==> src/rtl/counter_ctrl.sv <==
// Command sequencer for the interval counter: accepts host commands, drives the
// counter's state code and interval, and auto-halts the counter at a programmed limit.
module counter_ctrl #(
    parameter logic [31:0] DEF_INTERVAL = 32'd1,
    parameter int          CLEAR_CYCLES = 2
) (
    input  logic        clk,
    input  logic        resetn,
    // A command transfers on any rising edge where cmd_valid && cmd_ready; it
    // takes effect at that same edge. cmd_valid, cmd_op and cmd_data must be held
    // stable while cmd_valid is high and cmd_ready is low.
    input  logic        cmd_valid,
    output logic        cmd_ready,
    input  logic [2:0]  cmd_op,
    input  logic [31:0] cmd_data,
    input  logic [31:0] cnt_value,
    output logic [7:0]  state,
    output logic [31:0] interval,
    output logic        done,
    output logic        cmd_err,
    output logic        busy,
    output logic [2:0]  dbg_fsm
);

    typedef enum logic [2:0] {
        S_IDLE  = 3'd0,
        S_RUN   = 3'd1,
        S_HALT  = 3'd2,
        S_DONE  = 3'd3,
        S_CLEAR = 3'd4
    } fsm_t;

    localparam logic [2:0] OP_NOP          = 3'd0;
    localparam logic [2:0] OP_SET_INTERVAL = 3'd1;
    localparam logic [2:0] OP_SET_LIMIT    = 3'd2;
    localparam logic [2:0] OP_START        = 3'd3;
    localparam logic [2:0] OP_PAUSE        = 3'd4;
    localparam logic [2:0] OP_RESUME       = 3'd5;
    localparam logic [2:0] OP_CLEAR        = 3'd6;

    localparam logic [7:0] CODE_RESET = 8'd0;
    localparam logic [7:0] CODE_RUN   = 8'd1;
    localparam logic [7:0] CODE_HALT  = 8'd2;

    localparam int             CW       = (CLEAR_CYCLES > 1) ? $clog2(CLEAR_CYCLES) : 1;
    localparam logic [CW-1:0]  CLR_INIT = CW'(CLEAR_CYCLES - 1);

    fsm_t          fsm_q, fsm_d;
    logic [31:0]   limit_q, limit_d;
    logic [31:0]   interval_d;
    logic [CW-1:0] clr_q, clr_d;
    logic          err_d, done_d;
    logic [7:0]    state_d;
    logic          accept, limit_hit, clear_acc;

    assign dbg_fsm = fsm_q;

    always_comb begin
        fsm_d      = fsm_q;
        limit_d    = limit_q;
        interval_d = interval;
        clr_d      = clr_q;
        err_d      = 1'b0;
        done_d     = 1'b0;

        accept    = cmd_valid && cmd_ready;
        clear_acc = accept && (cmd_op == OP_CLEAR);
        // Detection always uses the limit held before this edge.
        limit_hit = (fsm_q == S_RUN) && (limit_q != 32'd0) && (cnt_value >= limit_q);

        if (fsm_q == S_CLEAR) begin
            if (clr_q == '0) fsm_d = S_IDLE;
            else             clr_d = clr_q - CW'(1);
        end

        if (accept) begin
            case (cmd_op)
                OP_NOP: ;
                OP_SET_INTERVAL: begin
                    if (fsm_q == S_RUN) err_d = 1'b1;
                    else interval_d = (cmd_data == 32'd0) ? 32'd1 : cmd_data;
                end
                OP_SET_LIMIT: limit_d = cmd_data;
                OP_START: begin
                    if (fsm_q == S_IDLE) fsm_d = S_RUN;
                    else                 err_d = 1'b1;
                end
                OP_PAUSE: begin
                    if (fsm_q == S_RUN && !limit_hit) fsm_d = S_HALT;
                    else                              err_d = 1'b1;
                end
                OP_RESUME: begin
                    if (fsm_q == S_HALT) fsm_d = S_RUN;
                    else                 err_d = 1'b1;
                end
                OP_CLEAR: begin
                    fsm_d = S_CLEAR;
                    clr_d = CLR_INIT;
                end
                default: err_d = 1'b1;
            endcase
        end

        if (limit_hit && !clear_acc) begin
            fsm_d  = S_DONE;
            done_d = 1'b1;
        end

        case (fsm_d)
            S_RUN:          state_d = CODE_RUN;
            S_HALT, S_DONE: state_d = CODE_HALT;
            default:        state_d = CODE_RESET;
        endcase
    end

    // Outputs are registered from the next-state values so they line up with fsm_q.
    always_ff @(posedge clk or negedge resetn) begin
        if (!resetn) begin
            fsm_q     <= S_IDLE;
            limit_q   <= 32'd0;
            clr_q     <= '0;
            interval  <= DEF_INTERVAL;
            state     <= CODE_RESET;
            done      <= 1'b0;
            cmd_err   <= 1'b0;
            busy      <= 1'b0;
            cmd_ready <= 1'b1;
        end else begin
            fsm_q     <= fsm_d;
            limit_q   <= limit_d;
            clr_q     <= clr_d;
            interval  <= interval_d;
            state     <= state_d;
            done      <= done_d;
            cmd_err   <= err_d;
            busy      <= (fsm_d == S_RUN);
            cmd_ready <= (fsm_d != S_CLEAR);
        end
    end

endmodule
==> config.mk <==
export PLATFORM = sky130hd
export DESIGN_NAME = counter_ctrl
export DESIGN_NICKNAME = d
export VERILOG_FILES = /design/src/rtl/counter_ctrl.sv
export SDC_FILE = /design/constraint.sdc
export NUM_CORES = 1
export LEC_CHECK = 0
export BUFFER_PORTS_ARGS = -buffer_cell sky130_fd_sc_hd__buf_2
export CAP_MARGIN = 10
export CORE_UTILIZATION = 45
export CTS_CLUSTER_SIZE = 14
export DETAILED_ROUTE_END_ITERATION = 6
export PLACE_DENSITY = 0.71
export SYNTH_ARGS = -nofsm -noshare
export SYNTH_HDL_FRONTEND = slang
export SYNTH_SLANG_ARGS = --single-unit
==> constraint.sdc <==
create_clock -name clk -period 5.1 [get_ports clk]
set_clock_uncertainty 0.15 [all_clocks]
set_input_delay 1.53 -clock clk [delete_from_list [all_inputs] [get_ports clk]]
set_output_delay 1.53 -clock clk [all_outputs]
set_load 0.01 [all_outputs]
==> results summary <==
The area occupied by multi-input gates came out at 1810 sq um. The maximum fanout count along the critical path is 4. The count of input and output buffers is 110.

The synthesized netlist contains between 40 and 50 unique library cells. The clock period minus final worst setup slack came out at 3.35 ns. The clock latency of the later-clocked register in the worst-skew pair is 0.34 ns. The layout has 790 filler cells. Measured along the x axis, the die boundary spans between 90 and 100 um. For this design, the sink count on the clock tree is 73. The count of max-cap constraint violations came out at 0.

The first-pass GRT wire length came out at ~15,000 um. The post-synthesis register bit count came out at 73. Once layout is complete, the cells apart from fillers number 590. The total count of hold-check failures in the final report was 0.

The sequential element share of the synthesized area is 0.470. TritonCTS built the clock tree. The combined flip-flop and latch cell area came out at 1830 sq um. The number of antenna violations at the first check in global routing came to 0. The final weighted congestion in routability-driven placement is 0.859. In the synthesized netlist the dominant register cell turns out to be dfrtp_1. Compared with the post-synthesis result, the final layout area differs by 19.4%. The maximum root-to-sink buffer count is 2.

The count of synthesis-stage warnings from yosys is 0. Headroom to the max-slew limit came out at 0.390. The die outline area is 9020 sq um. Setup repair after global routing left no endpoint under its margin. The cell count after synthesis is about 380.

The cell total after placement is ~580. The number of CTS-inserted buffers came out at 9. The average via count per standard cell is 5.35. Summing over every cut layer, the via total after detailed routing is ~3,200. The number of violations reported at the end of detailed-routing iteration 0 is between 150 and 200. The number of global-route vias before repair is just over 3,000. The H-tree depth came out at 3. The number of max-slew violations in the final report is 0.

The routed design has a little over 9000 um of wire. The detailed placement HPWL is 7230 um. The proportion of layout cells with a drive suffix above 1 came out at 0.357.

After floorplanning, the core was divided into 33 placement rows. The transition time at the pin with the least slew margin came out at 0.915 ns. The portion of the clock cycle consumed by the worst path in the final layout came out at 0.657. In this run, synthesis inferred 0 flip-flops with an integrated enable. Overall power consumption after layout is estimated at 2.22 mW.

The top-level port count is 117. In this run the standard cell core region covers roughly 8300 sq um. The count of unresolved DRC violations after routing is 0. Once the clock tree was built, the resizer swapped 0 gates to a different size.

From bottom edge to top edge, the die measures 95.0 um. Of the post-synthesis cell area, the dominant cell type holds 0.457. The final design area excluding fillers is between 4000 and 5000 sq um. Summed over all failing endpoints, the final setup total negative slack is 0 ns.

The buffers inserted during post-CTS setup optimization is 0. Data arrives at the worst endpoint at 3.45 ns. In the final design database the tool counted slightly below 600 nets.

In this run the remaining antenna-violating nets after routing total 0. The worst setup path category is input port to flip-flop. STA classifies the critical path endpoint as a flip-flop. The placed instances occupy a cell area of 4480 sq um. STA classifies the critical path startpoint as an input port. After synthesis the cells add up to 3890 sq um. Each instance of the synthesized netlist takes up on average 10.3 sq um. The largest total area in the synthesized netlist belongs to dfrtp_1. After synthesis, the cell types taking the most area are dfrtp_1 (46%), ha_1 (10%), mux2_2 (9.0%). The post-route worst hold slack is about 0.35 ns. The leakage dissipation came out at 2.22 nW.

The fraction of registers with async set/reset came out at 1.00. After clock tree synthesis, the clock-pin slew on the worst setup and hold paths is around 0.07 ns. The most frequent standard cell in the layout excluding fill and tap cells is buf_2. The initial cell density of the core came out at 0.469. Leaving out fill and tap cells, the most frequent cells in the layout are buf_2 (109), dfrtp_1 (71), o21ai_0 (43), nand2_1 (43), inv_1 (33). STA puts the critical path data required time at 5.20 ns. 0 antenna diodes ended up in the layout. Entering global routing, the biggest net connects 74 pins. The root buffer selected by CTS is clkbuf_8. The total power divided by cell area is around 480 nW/um^2. The flow ran to the end, and the final reports show no timing, DRC or antenna violations.

The largest vdd supply drop came out at 262 uV. Based on the critical path, the design can be clocked at up to 0.298 GHz. The setup-violating endpoint count in the final report is 0. Summed over all layers, the global routing overflow is 0. In the global route stage, overall resource usage came out at 0.215. The mean routed wirelength per cell is 15.6 um. The min-delay analysis places its worst path in the category flip-flop to flip-flop.

The number of iterations in the first detailed-routing pass is 4. Hold repair after CTS inserted 0 buffers.
==> cells by family after synthesis <==
logic type	share of synthesized area
other cells	0.000964
fa+ha+maj	0.103
mux	0.0926
simple gates	0.131
buf+inv	0.0701
compound gates	0.132
flops	0.470
==> state kept, by name, summed over array words and instances (netlist names) <==
register and cells:
interval 32, cmd_ready 1, done 1, cmd_err 1, limit_q 32, clr_q 1
state 2, dbg_fsm 3
==> routing by layer <==
layer	vias to the layer above	part of all wire	track usage
met4	0	0.015	0.0720
met2	91	0.48	0.348
li1	1532	-	-
met5	-	0	0
met1	1524	0.46	0.285
met3	12	0.045	0.0459
==> layout make-up <==
| cell class | instances | area share |
|---|---|---|
| clock buffers | 11 | 0.0326 |
| clock inverters | 3 | 0.00377 |
| inverters | 34 | 0.0275 |
| multi-input cells | 251 | 0.390 |
| flip-flops and latches | 73 | 0.394 |
| well taps | 105 | 0.0283 |
| repair buffers | 113 | 0.124 |
==> per-stage QoR <==
stage                     setup WS [ns]  utilization
after floorplan                    1.69            -
after global placement             1.48        0.539
after detailed placement           1.40        0.539
after CTS                          1.75        0.560
after global routing               1.63        0.560
final                              1.75        0.560
==> critical path: stages <==
cell and delay [ns]:
buf_2 0.10, ha_1 0.30, a21o_1 0.19, a221oi_2 0.26, o21ai_1 0.11, a311oi_2 0.33, o21a_2 0.23, o211a_4 0.17
inv_2 0.04, a211oi_2 0.19
==> where the power goes <==
group,internal (mW),switching (mW),leakage (nW)
combinational,0.399,0.467,1.25
sequential,0.822,0.142,0.881
clock,0.196,0.198,0.0871
==> worst paths after layout <==
| kind | start | cells after the start | slack, ns | end |
|---|---|---|---|---|
| min reg2reg | interval[31] | 1 | 0.35 | interval[31] |
| max reg2reg | limit_q[5] | 10 | 2.62 | state[0] |
| max | cnt_value[5] | 10 | 1.75 | state[0] |
| min in group asynchronous | resetn | 1 | 1.17 | interval[27] |
| max in group asynchronous | resetn | 1 | 3.04 | limit_q[3] |
| min | interval[31] | 1 | 0.35 | interval[31] |
==> synthesized netlist by cell type (2+ instances only) <==
master    count
a211o_1       2
a211oi_2      2
a21o_1        3
a21oi_1      15
buf_2         3
buf_4        10
buf_6         2
clkbuf_1      6
clkbuf_2      2
dfrtp_1      71
dfstp_2       2
ha_1         32
inv_1        33
mux2_2       31
nand2_1      43
nand2b_1      4
nand3_1       3
nand4_1       9
nor2_1       14
nor3b_1       2
nor4_1       16
o211ai_1      3
o21ai_0      43
(Power assumes the default switching activity.)
